==> src/rtl/ysyx_23060042_alu_arb.sv <==
// Two-requester arbiter in front of a single shared 32-bit ALU (IDLE -> EXEC -> RESP).
// Define YSYX_23060042_ALU_ARB_RR_EN for round-robin arbitration; default is fixed priority (requester 0 wins).

module ysyx_23060042_ALU (
    input  logic [2:0]  i_aluop,
    input  logic        i_unsign,
    input  logic [31:0] i_a,
    input  logic [31:0] i_b,
    output logic [31:0] o_result
);

    // Less-than flag; i_unsign selects unsigned compare
    function automatic logic f_lt(input logic [31:0] a, input logic [31:0] b, input logic uns);
        logic r;
        if (uns) begin
            r = (a < b);
        end else begin
            r = ($signed(a) < $signed(b));
        end
        return r;
    endfunction

    logic [4:0] w_shamt;
    assign w_shamt = i_b[4:0];

    // Operation decode
    always_comb begin
        o_result = 32'd0;
        case (i_aluop)
            3'b000:  o_result = i_a + i_b;
            3'b001:  o_result = i_a - i_b;
            3'b010:  o_result = i_a << w_shamt;
            3'b011: begin
                if (i_unsign) begin
                    o_result = i_a >> w_shamt;
                end else begin
                    o_result = $unsigned($signed(i_a) >>> w_shamt);
                end
            end
            3'b100:  o_result = i_a | i_b;
            3'b101:  o_result = i_a ^ i_b;
            3'b110:  o_result = i_a & i_b;
            3'b111:  o_result = {31'd0, f_lt(i_a, i_b, i_unsign)};
            default: o_result = 32'd0;
        endcase
    end

endmodule

module ysyx_23060042_alu_arb (
    input  logic        clk,
    input  logic        rst,
    input  logic        req0_valid,
    output logic        req0_ready,
    input  logic [2:0]  req0_aluop,
    input  logic        req0_unsign,
    input  logic [31:0] req0_a,
    input  logic [31:0] req0_b,
    input  logic        req1_valid,
    output logic        req1_ready,
    input  logic [2:0]  req1_aluop,
    input  logic        req1_unsign,
    input  logic [31:0] req1_a,
    input  logic [31:0] req1_b,
    output logic        resp0_valid,
    input  logic        resp0_ready,
    output logic        resp1_valid,
    input  logic        resp1_ready,
    output logic [31:0] resp_data,
    output logic        busy,
    output logic        grant_id
);

    typedef enum logic [1:0] {
        ST_IDLE = 2'd0,
        ST_EXEC = 2'd1,
        ST_RESP = 2'd2
    } state_t;

    state_t      r_state;
    state_t      w_state_nxt;

    logic [2:0]  r_op;
    logic        r_uns;
    logic [31:0] r_a;
    logic [31:0] r_b;
    logic [31:0] r_resp_data;
    logic        r_grant_id;
`ifdef YSYX_23060042_ALU_ARB_RR_EN
    logic        r_rr_ptr;
`endif

    logic        w_any_valid;
    logic        w_win_id;
    logic        w_accept;
    logic        w_resp_ready;
    logic        w_resp_fire;
    logic [31:0] w_alu_result;

    assign w_any_valid = req0_valid | req1_valid;

    // Winner selection among pending requesters
    always_comb begin
        w_win_id = 1'b0;
`ifdef YSYX_23060042_ALU_ARB_RR_EN
        if (req0_valid && req1_valid) begin
            w_win_id = r_rr_ptr;
        end else if (req1_valid) begin
            w_win_id = 1'b1;
        end else begin
            w_win_id = 1'b0;
        end
`else
        if (req0_valid) begin
            w_win_id = 1'b0;
        end else begin
            w_win_id = 1'b1;
        end
`endif
    end

    // Handshakes are suppressed while rst is high so nothing leaks during reset
    assign w_accept     = (r_state == ST_IDLE) && w_any_valid && !rst;
    assign w_resp_ready = r_grant_id ? resp1_ready : resp0_ready;
    assign w_resp_fire  = (r_state == ST_RESP) && w_resp_ready && !rst;

    assign req0_ready  = w_accept && !w_win_id;
    assign req1_ready  = w_accept &&  w_win_id;
    assign resp0_valid = (r_state == ST_RESP) && !r_grant_id && !rst;
    assign resp1_valid = (r_state == ST_RESP) &&  r_grant_id && !rst;
    assign resp_data   = r_resp_data;
    assign busy        = (r_state != ST_IDLE);
    assign grant_id    = r_grant_id;

    ysyx_23060042_ALU u_alu (
        .i_aluop  (r_op),
        .i_unsign (r_uns),
        .i_a      (r_a),
        .i_b      (r_b),
        .o_result (w_alu_result)
    );

    // Next-state logic
    always_comb begin
        w_state_nxt = r_state;
        case (r_state)
            ST_IDLE: begin
                if (w_accept) begin
                    w_state_nxt = ST_EXEC;
                end else begin
                    w_state_nxt = ST_IDLE;
                end
            end
            ST_EXEC: w_state_nxt = ST_RESP;
            ST_RESP: begin
                if (w_resp_fire) begin
                    w_state_nxt = ST_IDLE;
                end else begin
                    w_state_nxt = ST_RESP;
                end
            end
            default: w_state_nxt = ST_IDLE;
        endcase
    end

    // State register and result register
    always_ff @(posedge clk) begin
        if (rst) begin
            r_state     <= ST_IDLE;
            r_resp_data <= 32'd0;
        end else begin
            r_state <= w_state_nxt;
            if (r_state == ST_EXEC) begin
                r_resp_data <= w_alu_result;
            end else begin
                r_resp_data <= r_resp_data;
            end
        end
    end

    // Operand latch on accept; the ALU only ever sees these registers
    always_ff @(posedge clk) begin
        if (rst) begin
            r_op       <= 3'd0;
            r_uns      <= 1'b0;
            r_a        <= 32'd0;
            r_b        <= 32'd0;
            r_grant_id <= 1'b0;
        end else if (w_accept) begin
            r_grant_id <= w_win_id;
            if (w_win_id) begin
                r_op  <= req1_aluop;
                r_uns <= req1_unsign;
                r_a   <= req1_a;
                r_b   <= req1_b;
            end else begin
                r_op  <= req0_aluop;
                r_uns <= req0_unsign;
                r_a   <= req0_a;
                r_b   <= req0_b;
            end
        end else begin
            r_grant_id <= r_grant_id;
        end
    end

`ifdef YSYX_23060042_ALU_ARB_RR_EN
    // Pointer names the preferred requester for the next tie
    always_ff @(posedge clk) begin
        if (rst) begin
            r_rr_ptr <= 1'b0;
        end else if (w_accept) begin
            r_rr_ptr <= ~w_win_id;
        end else begin
            r_rr_ptr <= r_rr_ptr;
        end
    end
`endif

endmodule
==> config.mk <==
export PLATFORM = sky130hd
export DESIGN_NAME = ysyx_23060042_alu_arb
export DESIGN_NICKNAME = d
export VERILOG_FILES = /design/src/rtl/ysyx_23060042_alu_arb.sv
export SDC_FILE = /design/constraint.sdc
export NUM_CORES = 1
export LEC_CHECK = 0
export ABC_AREA = 1
export BUFFER_PORTS_ARGS = -buffer_cell sky130_fd_sc_hd__buf_2
export CORE_MARGIN = 4
export CORE_UTILIZATION = 35
export DETAILED_ROUTE_END_ITERATION = 8
export PLACE_DENSITY = 0.54
export SLEW_MARGIN = 20
export SYNTH_ARGS = -nofsm -noshare
export SYNTH_HDL_FRONTEND = slang
export SYNTH_SLANG_ARGS = --single-unit
export TNS_END_PERCENT = 100
==> constraint.sdc <==
create_clock -name clk -period 2.45 [get_ports clk]
set_input_delay 0.1225 -clock clk [delete_from_list [all_inputs] [get_ports clk]]
set_output_delay 0.1225 -clock clk [all_outputs]
set_load 0.01 [all_outputs]
==> out/results.ini <==
[pwr]
leakagePower_nw=10.1
pwr-share-clk_pct=18.1
combPwrFrac_pct=61.6
powerDensity_mw_per_mm2=466
peakVddDrop_v=0.000580
internal_power_mw=4.85
seqPwrFrac_pct=20.3
power_switching_mw=4.60
switching_share_pct=48.7

[floorplanning]
design.die.area_mm2=0.0419
die_w_um=205
core_region_area_mm2=0.0379
initial_core_util_pct=35.7
die_h_um=205
rows=71
io_pins=180

[global_routing]
grt_usage_pct=40.1
grt_pass1_vias=19000
grt_pass1_wl_um=124000
grt_max_degree=75
grt_overflow_total=0
antenna_found_initial=3

[timing]
fmax_mhz=407
finalHoldViolations=3
worst_slack_ns=-0.00769
rsz0062_at_grt=true
relSlewSlack_pct=42.4
tns_ns=-0.00769
post-route-period-util_pct=100
maxSlewViolCount=0
worst_slew_pin_slew_ns=0.865
setup_viol=1
fin_crit_ns=2.46
fin_hold_ws_ns=-0.00973
clock_skew_ns=0.0262

[place]
gp_congestion=1.13
portBuffers=179
place_ws_ns=-0.169
place_inst=3543
hpwl_um=71600

[clock_network]
clk_pin_slew_ns=0.10
cts_buffer_depth=2
cts_tree=yes
cts-root-buf=clkbuf_16
clk_latency_ns=0.41
numClockSinks=103
cts_htree_levels=3
cts_buffers=9

[final_layout]
drive_gt1_share_pct=29.5
layout.nets=3365
fin_util_pct=53.4
register_area_mm2=0.00209
nFillCells=3993
num_antenna_cells=0
final_cells=3640
multiInputGateArea_mm2=0.0106
area_growth_pct=49.7

[drt]
avgViaCountPerCell=5.60
drt-initial-drc-count=2657
drc=0
vias=20400
routed_wl_um=87000
ant_nets=0
dr.pass1.iters=6
routedWlPerCell_um=23.9

[critical_path]
worstSetupPathType=reg2reg
arrival_ns=2.70
cp-end-kind=flop
r2r-end=r_a[15]
crit_start=r_state[0]
cp-endpoint=r_a[15]
rrSetupSlack_ns=-0.008
worstSetupStartpointType=flop
r2r_cells=8
r2r_start=r_state[0]
worstPathMaxFanout=40
required_ns=2.69

[synth]
synth_cells=2478
ys_ff_latch=103
seq_area_frac_synth_pct=15.2
syn_area_mm2=0.0135
synth_cell_types=47
synth_edf_count=0
async_reset_ff_share_pct=0
syn_avg_cell_area_um2=5.46
ys_dominant_reg_cell=dfxtp_1
yosysWarnings=0
syn_nets=2719

[status]
status=finished with violations
violations=negative hold slack, negative setup slack

[job]
maxCapViolations=0

[hold_path]
worstHoldPathType=in2reg

-- per-layer routing --
layer / up-vias / share of wire (%) / global-route usage [%]
li1: 9433 / - / -
met1: 9512 / 42 / 55.8
met2: 1264 / 40 / 57.4
met3: 166 / 12 / 11.4
met4: 4 / 5.4 / 17.5
met5: - / 0.026 / 0
-- cell usage in the layout, fill, tap and decap left out, types with 4 or more instances in the layout --
cell type	count
a21oi_1	129
a21oi_2	19
dfxtp_1	88
o22ai_1	24
nor3_2	6
nand3_2	20
o2111ai_1	4
buf_12	11
ha_4	19
dlygate4sd3_1	70
nor2_1	161
a31oi_1	60
buf_2	179
o21bai_1	10
nand4_1	32
nand2_2	29
and2_1	10
nand3b_1	4
o211ai_1	11
buf_6	14
o21ai_1	25
ha_1	73
nor2_2	43
inv_2	27
nand3_1	331
ha_2	5
o21bai_2	4
nor3_1	16
a22oi_1	11
inv_1	234
clkbuf_16	9
o221ai_1	8
o21ai_2	6
xor2_1	7
dfxtp_2	13
nand2_1	804
buf_4	483
o21ai_0	87
-- kinds of logic (layout without fill, tap and decap cells) --
logic type | after synthesis | after routing | share of synthesized area [%]
DFF | 103 | 103 | 15.2
xor gates and xnor gates | 8 | 8 | 0.517
buffers and inverters | 389 | 1040 | 12.1
AOI/OAI and AO/OA | 408 | 408 | 17.1
and+or+nand+nor | 1471 | 1471 | 45.8
adders and majority gates | 99 | 99 | 9.26
-- worst max-delay path, cell delays in order, from the launching register on --
cell and delay (ns):
dfxtp_1 0.38, nor2_1 0.09, o21ai_1 0.22, nor2_2 0.10, inv_2 0.09, buf_4 0.39
buf_4 0.37, nand2_1 0.09, a31oi_1 0.56
-- layout make-up --
cell class	count	area share [%]
clock inverter	7	0.451
clock buffer	9	1.11
multi-input combinational	1986	52.2
timing repair buffer	760	27.8
tap	511	3.15
sequential	103	10.3
inverter	264	4.93
-- stage by stage --
stage,area (µm²),hold slack (ns),power (mW)
floorplan,13500,0.218,4.48
global placement,18300,0.382,7.17
detailed placement,18300,0.387,7.16
CTS,19400,0.000387,8.96
global route,20300,0.00724,9.90
finish,20300,-0.00973,9.45
-- synthesized netlist by cell type, types with 14 or more instances --
library cell	count	area, µm²
inv_1	248	931
o21ai_0	106	531
dfxtp_1	103	2060
nor2_1	201	754
ha_1	97	1210
nand2_1	833	3130
nand4_1	32	200
nor3_1	22	110
o22ai_1	24	150
nand3_1	350	1750
clkbuf_1	33	124
a21oi_1	147	736
a31oi_1	63	394
buf_2	63	315
o21bai_1	14	105
-- flip-flops by register name (all words and copies together) (netlist names) --
signal and count:
r_state 2, resp_data 32, r_b 32, r_uns 1
r_op 3, grant_id 1, r_a 32
-- worst min-delay path by stage --
stage | startpoint | to | slack (ns) | depth (start not counted)
floorplan | rst | r_state[0] | 0.22 | 1
global placement | req0_aluop[2] | r_op[2] | 0.38 | 3
detailed placement | req0_b[31] | r_b[31] | 0.39 | 3
CTS | req1_b[20] | r_b[20] | 0.0004 | 3
global route | req1_a[6] | r_a[6] | 0.007 | 3
finish | req1_b[18] | r_b[18] | -0.01 | 3
-- power groups by stage --
stage / Sequential, mW / Clock, mW / Combinational (mW)
global placement: 1.94 / 0 / 5.22
floorplan: 1.98 / 0 / 2.50
detailed placement: 1.95 / 0 / 5.21
CTS: 1.91 / 1.71 / 5.34
finish: 1.92 / 1.71 / 5.82
global route: 1.93 / 1.77 / 6.20
-- what timing repair did --
item / in CTS / in global routing
hold buffers: 69 / 1
setup buffers: 0 / 11
hold endpoints to repair: 44 / 1
setup endpoints to repair: 18 / 37
pin swaps: 1 / 31
resized for setup: 22 / 214
(Power assumes the default switching activity.)
